<file path="src/rtl/hex_scan_display_if.sv">
// hex_scan_display_if -- bus bundle for the multiplexed hex display driver.
//
// Signals (direction as seen by the display driver, i.e. the slave modport):
//   load         in   one-cycle strobe capturing data/blank_mask/lz_suppress
//   data         in   4*DIGITS nibbles, nibble k drives digit k (digit 0 = LSD)
//   blank_mask   in   DIGITS bits, bit k = 1 forces digit k dark
//   lz_suppress  in   1 enables leading-zero suppression
//   blink        in   1 requests blinking (only honoured with HEX_BLINK_EN)
//   seg_n        out  active-low segments, bit 6 = a ... bit 0 = g
//   dig_en_n     out  active-low one-cold digit enables
//   frame_done   out  one-cycle pulse on scan wrap from digit DIGITS-1 to 0
//
// master: the client that loads values and watches the display outputs.
// slave:  the display driver.
interface hex_scan_display_if #(
    parameter int DIGITS = 4
);
    logic                  load;
    logic [4*DIGITS-1:0]   data;
    logic [DIGITS-1:0]     blank_mask;
    logic                  lz_suppress;
    logic                  blink;
    logic [6:0]            seg_n;
    logic [DIGITS-1:0]     dig_en_n;
    logic                  frame_done;

    modport master (
        output load, data, blank_mask, lz_suppress, blink,
        input  seg_n, dig_en_n, frame_done
    );

    modport slave (
        input  load, data, blank_mask, lz_suppress, blink,
        output seg_n, dig_en_n, frame_done
    );
endinterface

</file>
<file path="src/rtl/hex_scan_display.sv">
// hex_scan_display -- time-multiplexed hex display driver.
//
// Scans DIGITS common-anode digits, each enabled for CLK_DIV clocks per
// frame. New values are loaded into a pending buffer and only promoted to
// the active buffer at frame wrap, so a frame never shows mixed data.
//
// Ports:
//   clk    in  system clock, rising edge
//   rst_n  in  asynchronous active-low reset
//   bus    hex_scan_display_if.slave (load/data/blank_mask/lz_suppress/blink
//          in, seg_n/dig_en_n/frame_done out)
//
// Parameters: DIGITS (1..8), CLK_DIV (>=2) clocks per digit slot,
//             BLINK_DIV (>=1) frames per blink half-period.
//
// Optional feature: define HEX_BLINK_EN to build the blink phase logic;
// without it the blink input is ignored and digits never blink.
module hex_scan_display #(
    parameter int DIGITS    = 4,
    parameter int CLK_DIV   = 50000,
    parameter int BLINK_DIV = 25
) (
    input  logic                   clk,
    input  logic                   rst_n,
    hex_scan_display_if.slave      bus
);

    localparam int TW = $clog2(CLK_DIV);
    localparam int DW = (DIGITS > 1) ? $clog2(DIGITS) : 1;
    localparam logic [TW-1:0] TICK_LAST = TW'(CLK_DIV - 1);
    localparam logic [DW-1:0] DIG_LAST  = DW'(DIGITS - 1);

    logic [TW-1:0]            tick;
    logic [DW-1:0]            dig;
    logic                     wrap;

    logic [DIGITS-1:0][3:0]   pend_data;
    logic [DIGITS-1:0]        pend_blank;
    logic                     pend_lz;
    logic [DIGITS-1:0][3:0]   act_data;
    logic [DIGITS-1:0]        act_blank;
    logic                     act_lz;

    logic                     blink_dark;
    logic [DIGITS-1:0]        dark_vec;
    logic [DIGITS-1:0]        en_next;
    logic [6:0]               seg_q;
    logic [DIGITS-1:0]        dig_en_q;

    function automatic logic [6:0] glyph(input logic [3:0] v);
        logic [6:0] g;
        case (v)
            4'h0: g = 7'b0000001;
            4'h1: g = 7'b1001111;
            4'h2: g = 7'b0010010;
            4'h3: g = 7'b0000110;
            4'h4: g = 7'b1001100;
            4'h5: g = 7'b0100100;
            4'h6: g = 7'b0100000;
            4'h7: g = 7'b0001111;
            4'h8: g = 7'b0000000;
            4'h9: g = 7'b0001100;
            4'hA: g = 7'b0001000;
            4'hB: g = 7'b1100000;
            4'hC: g = 7'b0110001;
            4'hD: g = 7'b1000010;
            4'hE: g = 7'b0110000;
            default: g = 7'b0111000;
        endcase
        return g;
    endfunction

    // Last tick of the last digit: the scan wraps on the closing edge.
    assign wrap = (tick == TICK_LAST) && (dig == DIG_LAST);

    always_ff @(posedge clk or negedge rst_n) begin
        if (!rst_n) begin
            tick <= '0;
            dig  <= '0;
        end else if (tick == TICK_LAST) begin
            tick <= '0;
            dig  <= (dig == DIG_LAST) ? '0 : dig + 1'b1;
        end else begin
            tick <= tick + 1'b1;
        end
    end

    // A load coinciding with wrap bypasses pending so the new frame uses it;
    // pending is still updated so later wraps keep the same values.
    always_ff @(posedge clk or negedge rst_n) begin
        if (!rst_n) begin
            pend_data  <= '0;
            pend_blank <= '0;
            pend_lz    <= 1'b0;
            act_data   <= '0;
            act_blank  <= '0;
            act_lz     <= 1'b0;
        end else if (bus.load) begin
            pend_data  <= bus.data;
            pend_blank <= bus.blank_mask;
            pend_lz    <= bus.lz_suppress;
            if (wrap) begin
                act_data  <= bus.data;
                act_blank <= bus.blank_mask;
                act_lz    <= bus.lz_suppress;
            end
        end else if (wrap) begin
            act_data  <= pend_data;
            act_blank <= pend_blank;
            act_lz    <= pend_lz;
        end
    end

`ifdef HEX_BLINK_EN
    localparam int BW = $clog2(BLINK_DIV + 1);
    localparam logic [BW-1:0] BLINK_LAST = BW'(BLINK_DIV - 1);

    logic [BW-1:0] blink_cnt;
    logic          phase;

    always_ff @(posedge clk or negedge rst_n) begin
        if (!rst_n) begin
            blink_cnt <= '0;
            phase     <= 1'b0;
        end else if (!bus.blink) begin
            blink_cnt <= '0;
            phase     <= 1'b0;
        end else if (wrap) begin
            if (blink_cnt == BLINK_LAST) begin
                blink_cnt <= '0;
                phase     <= ~phase;
            end else begin
                blink_cnt <= blink_cnt + 1'b1;
            end
        end
    end

    assign blink_dark = bus.blink & phase;
`else
    logic unused_blink;
    assign unused_blink = bus.blink;
    assign blink_dark   = 1'b0;
`endif

    // Digit k is a leading zero when it and every higher nibble are zero.
    always_comb begin
        dark_vec = '0;
        for (int unsigned k = 0; k < DIGITS; k++) begin
            logic nz;
            nz = 1'b0;
            for (int unsigned j = k; j < DIGITS; j++) begin
                nz = nz | (act_data[j] != 4'h0);
            end
            dark_vec[k] = act_blank[k] | (act_lz & (k != 0) & ~nz) | blink_dark;
        end
    end

    always_comb begin
        en_next = '1;
        for (int unsigned k = 0; k < DIGITS; k++) begin
            if (dig == DW'(k)) en_next[k] = 1'b0;
        end
    end

    always_ff @(posedge clk or negedge rst_n) begin
        if (!rst_n) begin
            seg_q    <= '1;
            dig_en_q <= '1;
        end else begin
            seg_q    <= dark_vec[dig] ? 7'b1111111 : glyph(act_data[dig]);
            dig_en_q <= en_next;
        end
    end

    assign bus.seg_n      = seg_q;
    assign bus.dig_en_n   = dig_en_q;
    assign bus.frame_done = wrap;

endmodule

</file>
<file path="src/flat_wrapper.sv">
// flat-port wrapper written by rule: the top's interface ports become plain ports
module hex_scan_display_flat 
#(
    parameter int DIGITS    = 4,
    parameter int CLK_DIV   = 50000,
    parameter int BLINK_DIV = 25
)
  (clk, rst_n, bus_load, bus_data, bus_blank_mask, bus_lz_suppress, bus_blink, bus_seg_n, bus_dig_en_n, bus_frame_done);
  hex_scan_display_if #(.DIGITS(DIGITS)) bus_i ();
  input  logic clk;
  input  logic rst_n;
  input wire logic [$bits(bus_i.load)-1:0] bus_load;
  input wire logic [$bits(bus_i.data)-1:0] bus_data;
  input wire logic [$bits(bus_i.blank_mask)-1:0] bus_blank_mask;
  input wire logic [$bits(bus_i.lz_suppress)-1:0] bus_lz_suppress;
  input wire logic [$bits(bus_i.blink)-1:0] bus_blink;
  output wire logic [$bits(bus_i.seg_n)-1:0] bus_seg_n;
  output wire logic [$bits(bus_i.dig_en_n)-1:0] bus_dig_en_n;
  output wire logic [$bits(bus_i.frame_done)-1:0] bus_frame_done;
  assign bus_i.load = bus_load;
  assign bus_i.data = bus_data;
  assign bus_i.blank_mask = bus_blank_mask;
  assign bus_i.lz_suppress = bus_lz_suppress;
  assign bus_i.blink = bus_blink;
  assign bus_seg_n = bus_i.seg_n;
  assign bus_dig_en_n = bus_i.dig_en_n;
  assign bus_frame_done = bus_i.frame_done;
  hex_scan_display #(.DIGITS(DIGITS), .CLK_DIV(CLK_DIV), .BLINK_DIV(BLINK_DIV)) u_core (.clk(clk), .rst_n(rst_n), .bus(bus_i));
endmodule
</file>
<file path="config.mk">
export PLATFORM = sky130hd
export DESIGN_NAME = hex_scan_display_flat
export DESIGN_NICKNAME = d
export VERILOG_FILES = /design/src/rtl/hex_scan_display_if.sv /design/src/rtl/hex_scan_display.sv /design/src/flat_wrapper.sv
export SDC_FILE = /design/constraint.sdc
export NUM_CORES = 1
export LEC_CHECK = 0
export ABC_CLOCK_PERIOD_IN_PS = 3010
export CORE_MARGIN = 2
export CORE_UTILIZATION = 35
export DETAILED_ROUTE_END_ITERATION = 10
export DONT_BUFFER_PORTS = 1
export PLACE_DENSITY = 0.5
export SYNTH_ARGS = -nofsm -noshare
export SYNTH_HDL_FRONTEND = slang
export SYNTH_SLANG_ARGS = --single-unit
</file>
<file path="constraint.sdc">
create_clock -name clk -period 3.01 [get_ports clk]
set_input_delay 0.4515 -clock clk [delete_from_list [all_inputs] [get_ports clk]]
set_output_delay 0.4515 -clock clk [all_outputs]
set_load 0.01 [all_outputs]
</file>
==> metrics.md, run 1 <==
| Metric | Value |
|---|---|
| Status | completed |
| Initial antenna violation count | 0 |
| Max stage delay on crit path | 0.39 ns |
| Gp weighted congestion | 0.745 |
| Clock share of power | 0.352 |
| IO Count | 37 |
| Worst path cell trace | ha_1 > nand3_1 > nor4_4 > nand2_2 > inv_1 |
| Row cnt | 35 |
| CTS H-tree depth | 3 |
| Max Transition Viols Final | 0 |
| Final Setup Violations | 0 |
| Overflow after GRT | 0 |
| Core Util, Final | 0.391 |
| Maximum vdd drop | 168 µV |
| Cell count after synthesis | 248 |
| PwrDens | 505 mW/mm² |
| Dominant cells by area after synthesis | dfrtp_1 46%, dfstp_2 8.8%, mux2_4 8.7%, mux2_2 8.6%, ha_1 4.2% |
| Bufs on Longest Clock Path | 2 |
| CP Capture Point | bus_frame_done |
| Yosys reg bits | 71 |
| FMAX | 421 MHz |
| Synth top area share | 0.457 |
| Clock Latency Late Sink | 0.34 ns |
| CP Launch Type | flip-flop |
| Final ANT Viol Nets | 0 |
| Slew @ Worst Pin | 0.466 ns |
| DP Wirelength | 3.91 mm |
| Cell Area, Synth | 0.00328 mm² |
| DRC | 0 |
| Largest net degree at the start of global routing | 72 |
| Setup repair bufs after CTS | 0 |
| Setup TNS | 0 ns |
| Vias in the first global route | 1,851 |
| Final Hold Violating Endpoints | 0 |
| Drt initial violations | 67 |
| Reg2reg start | u_core.tick[0] |
| Commonest non-fill, non-tap cell in the layout | dfrtp_1 |
| Clock Sinks | 71 |
| Cts repair resizes | 0 |
| Critical Path Source | u_core.tick[0] |
| Sw Share | 0.240 |
| Crit path capture type | primary output |
| Leak pwr | 0.00161 µW |
| Critical Path Slowest Stage Cell | dfrtp_1 |
| Filler cell count | 879 |
| Share of layout cells above drive strength 1 | 0.331 |
| Syn nets | 284 |
| CTS Hold Bufs | 1 |
| Drt pass-1 iters | 4 |
| Vias/cell | 4.90 |
| R2r endpoint | u_core.act_data[10] |
| Reg2reg setup slack | 0.87 ns |
| Comb pwr share | 0.073 |
| Dominant cell type by area after synthesis | dfrtp_1 |
| Initial Utilization | 0.359 |
| Sequential share of the synthesized area | 0.545 |
| Sequential share of power | 0.575 |
| Critical path class | reg2out |
| Die area | 0.0102 mm² |
| Final wirelength | 5.77 mm |
| Placed cells | 353 |
| Syn_area_per_cell | 13.2 µm² |
| Nets@finish | 291 |
| Die H | 101 µm |
| Buffers on Ports | 0 |
| First-pass GRT wire length | 9.81 mm |
| Critical path fanouts, max | 7 |
| Final min period | 2.37 ns |
| CTS buffer count | 9 |
| CTS root buf | clkbuf_8 |
| Slew margin rel. | 0.689 |
| Hold Slack | 0.277 ns |
| Core area | 0.00915 mm² |
| Antenna diode instance count | 0 |
| Die Wd | 101 µm |
| CTS tree | done |
| Final period util | 0.789 |
| CP arrival | 1.92 ns |
| Hold Path Class | in2reg |
| Net switching power | 433 µW |
| Yosys warning count | 0 |
| Cells on worst reg2reg path | 6 |
| Internal | 1380 µW |
| Via count | 1,817 |
| Most frequent cells in the layout | 60 x dfrtp_1, 25 x mux2_2, 19 x mux2_4, 18 x nor2_1, 16 x nand2_1 |
| RSZ-0062 raised after global routing | no |
| Total global-route track usage | 0.128 |
| Post-Layout Cell Count | 371 |
| Reg clk slew, reported paths | 0.07 ns |
| Netlist cell types | 36 |
| Area Overhead vs Synth | 8.99% |
| Critical Path RT | 2.56 ns |
| Maxcap violations | 0 |
| Layout Skew | 0.00900 ns |
| WL per Instance | 15.5 µm |
-- cell type report --
class / count / area [µm²] / share of cell area
repair buffers: 5 / 60.1 / 0.0168
clock buffers: 11 / 131 / 0.0367
multi-input cells: 155 / 1390 / 0.387
flip-flops and latches: 71 / 1790 / 0.500
inverters: 13 / 48.8 / 0.0136
clock inverters: 5 / 25.0 / 0.00699
well taps: 111 / 139 / 0.0388
-- metrics by stage --
step                      setup WS, ns  total power [µW]  cell area, µm²
after detailed placement         0.847              1170            3390
after floorplan                   1.12              1150            3280
final                            0.636              1810            3580
after CTS                        0.573              1830            3570
after global routing             0.439              1900            3580
after global placement           0.863              1170            3390
-- power groups by stage --
| stage | sequential [µW] | clock (µW) | combinational, µW |
|---|---|---|---|
| final | 1040 | 636 | 132 |
| after global routing | 1050 | 704 | 150 |
| after CTS | 1040 | 660 | 134 |
| after detailed placement | 1060 | 0 | 110 |
| after global placement | 1060 | 0 | 109 |
| after floorplan | 1050 | 0 | 98.0 |
-- worst min-delay path by stage --
| stage | start | to | cells after the start |
|---|---|---|---|
| after floorplan | rst_n | u_core.act_blank[0] | 0 |
| after global placement | rst_n | u_core.pend_data[0] | 0 |
| after detailed placement | rst_n | u_core.act_data[0] | 0 |
| after CTS | rst_n | u_core.tick[12] | 1 |
| after global routing | bus_data[12] | u_core.pend_data[12] | 1 |
| final | bus_data[12] | u_core.pend_data[12] | 1 |
-- sequential cells by signal, indices dropped and copies added (netlist names) --
name	cells
u_core.pend_blank	4
u_core.act_data	16
u_core.tick	16
u_core.pend_lz	1
u_core.dig	2
u_core.bus.dig_en_n	4
u_core.act_blank	4
u_core.pend_data	16
u_core.bus.seg_n	7
u_core.act_lz	1
-- kinds of logic after synthesis --
family / share of synthesized area
AOI/OAI and AO/OA: 0.0358
xor gates and xnor gates: 0.0373
adders and majority gates: 0.0419
buffers and inverters: 0.0331
DFF: 0.545
muxes: 0.200
and+or+nand+nor: 0.107
-- worst max-delay path: cells and delay by family, from the launching register on --
family	cells	cell delay, ns
fa+ha+maj	1	0.21
buf+inv	1	0.16
flops	1	0.39
simple gates	3	0.83
-- cell usage after synthesis --
library cell	count
dfrtp_1	60
mux2_2	25
mux2_4	19
nor2_1	18
nand2_1	16
inv_1	13
dfstp_2	11
ha_1	11
nand3_1	8
xnor2_1	8
xor2_1	6
nor2b_1	5
nor4_1	5
mux4_2	4
o21ai_0	4
a21oi_1	3
buf_2	3
buf_6	3
clkbuf_1	3
nand4_1	3
a22oi_1	2
nor3_2	2
o211ai_1	2
or3_1	2
a211o_1	1
a211oi_1	1
a32oi_2	1
and2_1	1
and3_1	1
nand2_2	1
nor4_4	1
o211ai_2	1
o21a_1	1
or2_2	1
or3_4	1
or4_4	1
-- layer usage --
metal / wire length [µm] / track usage / up-vias / part of all wire
met1: 2840 / 0.177 / 906 / 0.49
met2: 2530 / 0.182 / 34 / 0.44
met4: 95 / 0.0674 / 0 / 0.016
met5: 0 / 0 / - / 0
met3: 308 / 0.0374 / 8 / 0.053
li1: - / - / 869 / -
No activity file was read; power rests on OpenSTA's default activity.
==> run 2, diff against run 1 <==
--- a/config.mk
+++ b/config.mk
@@ -5,12 +5,12 @@
 export SDC_FILE = /design/constraint.sdc
 export NUM_CORES = 1
 export LEC_CHECK = 0
-export ABC_CLOCK_PERIOD_IN_PS = 3010
+export ABC_CLOCK_PERIOD_IN_PS = 2000
 export CORE_MARGIN = 2
 export CORE_UTILIZATION = 35
 export DETAILED_ROUTE_END_ITERATION = 10
 export DONT_BUFFER_PORTS = 1
-export PLACE_DENSITY = 0.5
+export PLACE_DENSITY = 0.52
 export SYNTH_ARGS = -nofsm -noshare
 export SYNTH_HDL_FRONTEND = slang
 export SYNTH_SLANG_ARGS = --single-unit
==> constraint.sdc (replaced) <==
create_clock -name clk -period 2 [get_ports clk]
set_input_delay 0.3 -clock clk [delete_from_list [all_inputs] [get_ports clk]]
set_output_delay 0.3 -clock clk [all_outputs]
set_load 0.01 [all_outputs]
==> metrics.md, run 2 (synthesis results as in run 1) <==
| Metric | Value |
|---|---|
| Register Area | 0.00179 mm² (about the same) |
| Initial antenna violation count | 1 (was 0) |
| Crit path capture type | flip-flop (was primary output) |
| Most frequent cells in the layout | 59 x dfrtp_1, 25 x mux2_2, 19 x mux2_4, 18 x nor2_1, 16 x nand2_1 (was 60 x dfrtp_1, 25 x mux2_2, 19 x mux2_4, 18 x nor2_1, 16 x nand2_1) |
| First-pass GRT wire length | 9.90 mm (was 9.81 mm) |
| Clock Latency Late Sink | 0.36 ns (was 0.34 ns) |
| Placed cells | 357 (was 353) |
| Met2 Use GR | 0.190 (was 0.182) |
| Die Wd | 101 µm (unchanged) |
| Leak pwr | 0.00173 µW (was 0.00161 µW) |
| Die area | 0.0102 mm² (unchanged) |
| Maxcap violations | 0 (unchanged) |
| CP Launch Type | flip-flop (unchanged) |
| Area of the multi-input gates | 0.00140 mm² (was 0.00139 mm²) |
| Final period util | 1.06 |
| CP Depth | 7 (was 5) |
| Bufs on Longest Clock Path | 2 (unchanged) |
| Die H | 101 µm (unchanged) |
| Critical path fanouts, max | 5 (was 7) |
| Slew margin rel. | 0.701 (was 0.689) |
| Failing checks | setup timing |
| WHS Path Cells | 1 (unchanged) |
| Overflow after GRT | 0 (unchanged) |
| Layout Skew | 0.0113 ns (was 0.00900 ns) |
| Gp weighted congestion | 0.771 (was 0.745) |
| Critical path class | reg2reg (was reg2out) |
| Initial Utilization | 0.359 (unchanged) |
| CTS root buf | clkbuf_8 (unchanged) |
| Drt pass-1 iters | 4 (unchanged) |
| Vias/cell | 4.83 (was 4.90) |
| DRC | 0 (unchanged) |
| Clock Sinks | 71 (unchanged) |
| Core area | 0.00915 mm² (unchanged) |
| DP Worst Slack | 0.0913 ns (was 0.847 ns) |
| CTS H-tree depth | 3 (unchanged) |
| CP arrival | 2.34 ns (was 1.92 ns) |
| Worst path cell trace | or3_4 > nor4_4 > nand2_2 > buf_12 > buf_4 > clkbuf_16 > mux2_4 (was ha_1 > nand3_1 > nor4_4 > nand2_2 > inv_1) |
| Status | complete, but fails checks (was completed) |
| Post-Layout Cell Count | 386 (was 371) |
| Filler cell count | 853 (was 879) |
| Design Power | 2920 µW (was 1810 µW) |
| PnR worst setup slack | -0.111 ns (was 0.636 ns) |
| PwrDens | 767 mW/mm² (was 505 mW/mm²) |
| Biggest regs | u_core.act_data: 16 flops, u_core.pend_data: 16 flops, u_core.tick: 16 flops (unchanged) |
| Via count | 1,865 (was 1,817) |
| R2r endpoint | u_core.act_blank[2] (was u_core.act_data[10]) |
| IO Count | 37 (unchanged) |
| Final wirelength | 6.06 mm (was 5.77 mm) |
| CTS buffer count | 9 (unchanged) |
| Critical Path Slowest Stage Cell | or3_4 (was dfrtp_1) |
| Slew @ Worst Pin | 0.449 ns (was 0.466 ns) |
| CTS tree | done (unchanged) |
| Nets@finish | 305 (was 291) |
| Grt met3 use | 0.0458 (was 0.0374) |
| Max Transition Viols Final | 0 (unchanged) |
| CP Capture Point | u_core.act_blank[2] (was bus_frame_done) |
| Buffers on Ports | 0 (unchanged) |
| Area Overhead vs Synth | 16.0% (was 8.99%) |
| Share of layout cells above drive strength 1 | 0.387 (was 0.331) |
| Critical Path Source | u_core.tick[11] (was u_core.tick[0]) |
| Buffer and inverter count on the worst path | 3 (was 1) |
| Critical Path RT | 2.23 ns (was 2.56 ns) |
| Vias in the first global route | 1,883 (was 1,851) |
| Total global-route track usage | 0.131 (was 0.128) |
| Final Hold Violating Endpoints | 0 (unchanged) |
| DP Wirelength | 3.91 mm (about the same) |
| CP top delay family | simple AND/OR/NAND/NOR gates (unchanged) |
| Row cnt | 35 (unchanged) |
| Final min period | 2.11 ns |
| Final Setup Violations | 22 (was 0) |
| Final ANT Viol Nets | 0 (unchanged) |
| Largest net degree at the start of global routing | 72 (unchanged) |
| Hold Path Class | in2reg (unchanged) |
| Commonest non-fill, non-tap cell in the layout | dfrtp_1 (unchanged) |
| Reg clk slew, reported paths | 0.08 ns (was 0.07 ns) |
| Gr busiest metal | met2 (unchanged) |
| Met1 GRT Util | 0.174 (was 0.177) |
| Drt initial violations | 86 (was 67) |
| Max stage delay on crit path | 0.41 ns (was 0.39 ns) |
| WL per Instance | 15.7 µm (was 15.5 µm) |
| Reg2reg setup slack | -0.11 ns (was 0.87 ns) |
| Reg2reg start | u_core.tick[11] (was u_core.tick[0]) |
| Cells on worst reg2reg path | 7 (was 6) |
| Maximum vdd drop | 277 µV (was 168 µV) |
| RSZ-0062 raised after global routing | yes (was no) |
| FMAX | 474 MHz |
-- run 2: worst reg2reg max path, stage by stage (launching register included) --
cell and delay (ns):
dfrtp_1 0.38, or3_4 0.41, nor4_4 0.34, nand2_2 0.12, buf_12 0.15, buf_4 0.15, clkbuf_16 0.16, mux2_4 0.29
-- run 2: repair_timing --
action                                 CTS  global route
pin swaps                                4             1
cloned                                   1             1
hold buffers                             2             0
endpoints found under the hold margin   71             0
setup endpoints to repair                1            23
gates resized for setup                  2             6
setup buffers                            4             4
-- run 2: report_power, final --
group	internal, µW	total [µW]	switching [µW]	leakage, µW
registers	1520	1560	39.6	0.000867
clock network	605	1160	552	0.000106
logic	107	202	95.0	0.000759
-- run 2: area by class of cell --
type / count / share of cell area
Antenna cell: 1 / 0.000657
Clock buffer: 10 / 0.0361
Clock inverter: 6 / 0.0154
Inverter: 13 / 0.0135
Multi-Input combinational cell: 155 / 0.367
Sequential cell: 71 / 0.470
Tap cell: 111 / 0.0365
Timing Repair Buffer: 19 / 0.0611
-- run 2: metal layers --
| metal | vias to the layer above | wire length [µm] |
|---|---|---|
| met3 | 12 | 279 |
| met5 | - | 0 |
| met4 | 0 | 136 |
| met1 | 925 | 2780 |
| li1 | 901 | - |
| met2 | 27 | 2860 |
-- run 2: worst min path at each step --
stage                             from                    to
after floorplan                  rst_n   u_core.act_blank[0]
after global placement           rst_n   u_core.pend_data[0]
after detailed placement         rst_n  u_core.pend_data[10]
after CTS                 bus_data[13]  u_core.pend_data[13]
after global routing      bus_data[12]  u_core.pend_data[12]
final                     bus_data[13]  u_core.pend_data[13]
-- run 2: through the flow --
stage	hold WS, ns	TNS (ns)	cell area, µm²	util
finish	0.110	-2.02	3810	0.416
global route	0.0929	-3.14	3810	0.416
CTS	0.0908	-1.94	3730	0.407
detailed placement	0.00717	0	3430	0.375
global placement	0.00751	0	3430	0.375
floorplan	0.00441	0	3280	-
==> run 3, diff against run 2 <==
--- a/config.mk
+++ b/config.mk
@@ -10,6 +10,7 @@
 export CORE_UTILIZATION = 35
 export DETAILED_ROUTE_END_ITERATION = 10
 export DONT_BUFFER_PORTS = 1
+export GPL_ROUTABILITY_DRIVEN = 0
 export PLACE_DENSITY = 0.52
 export SYNTH_ARGS = -nofsm -noshare
 export SYNTH_HDL_FRONTEND = slang
==> results of run 3 <==
The final DEF is identical to that of run 2; final timing and power are the same.
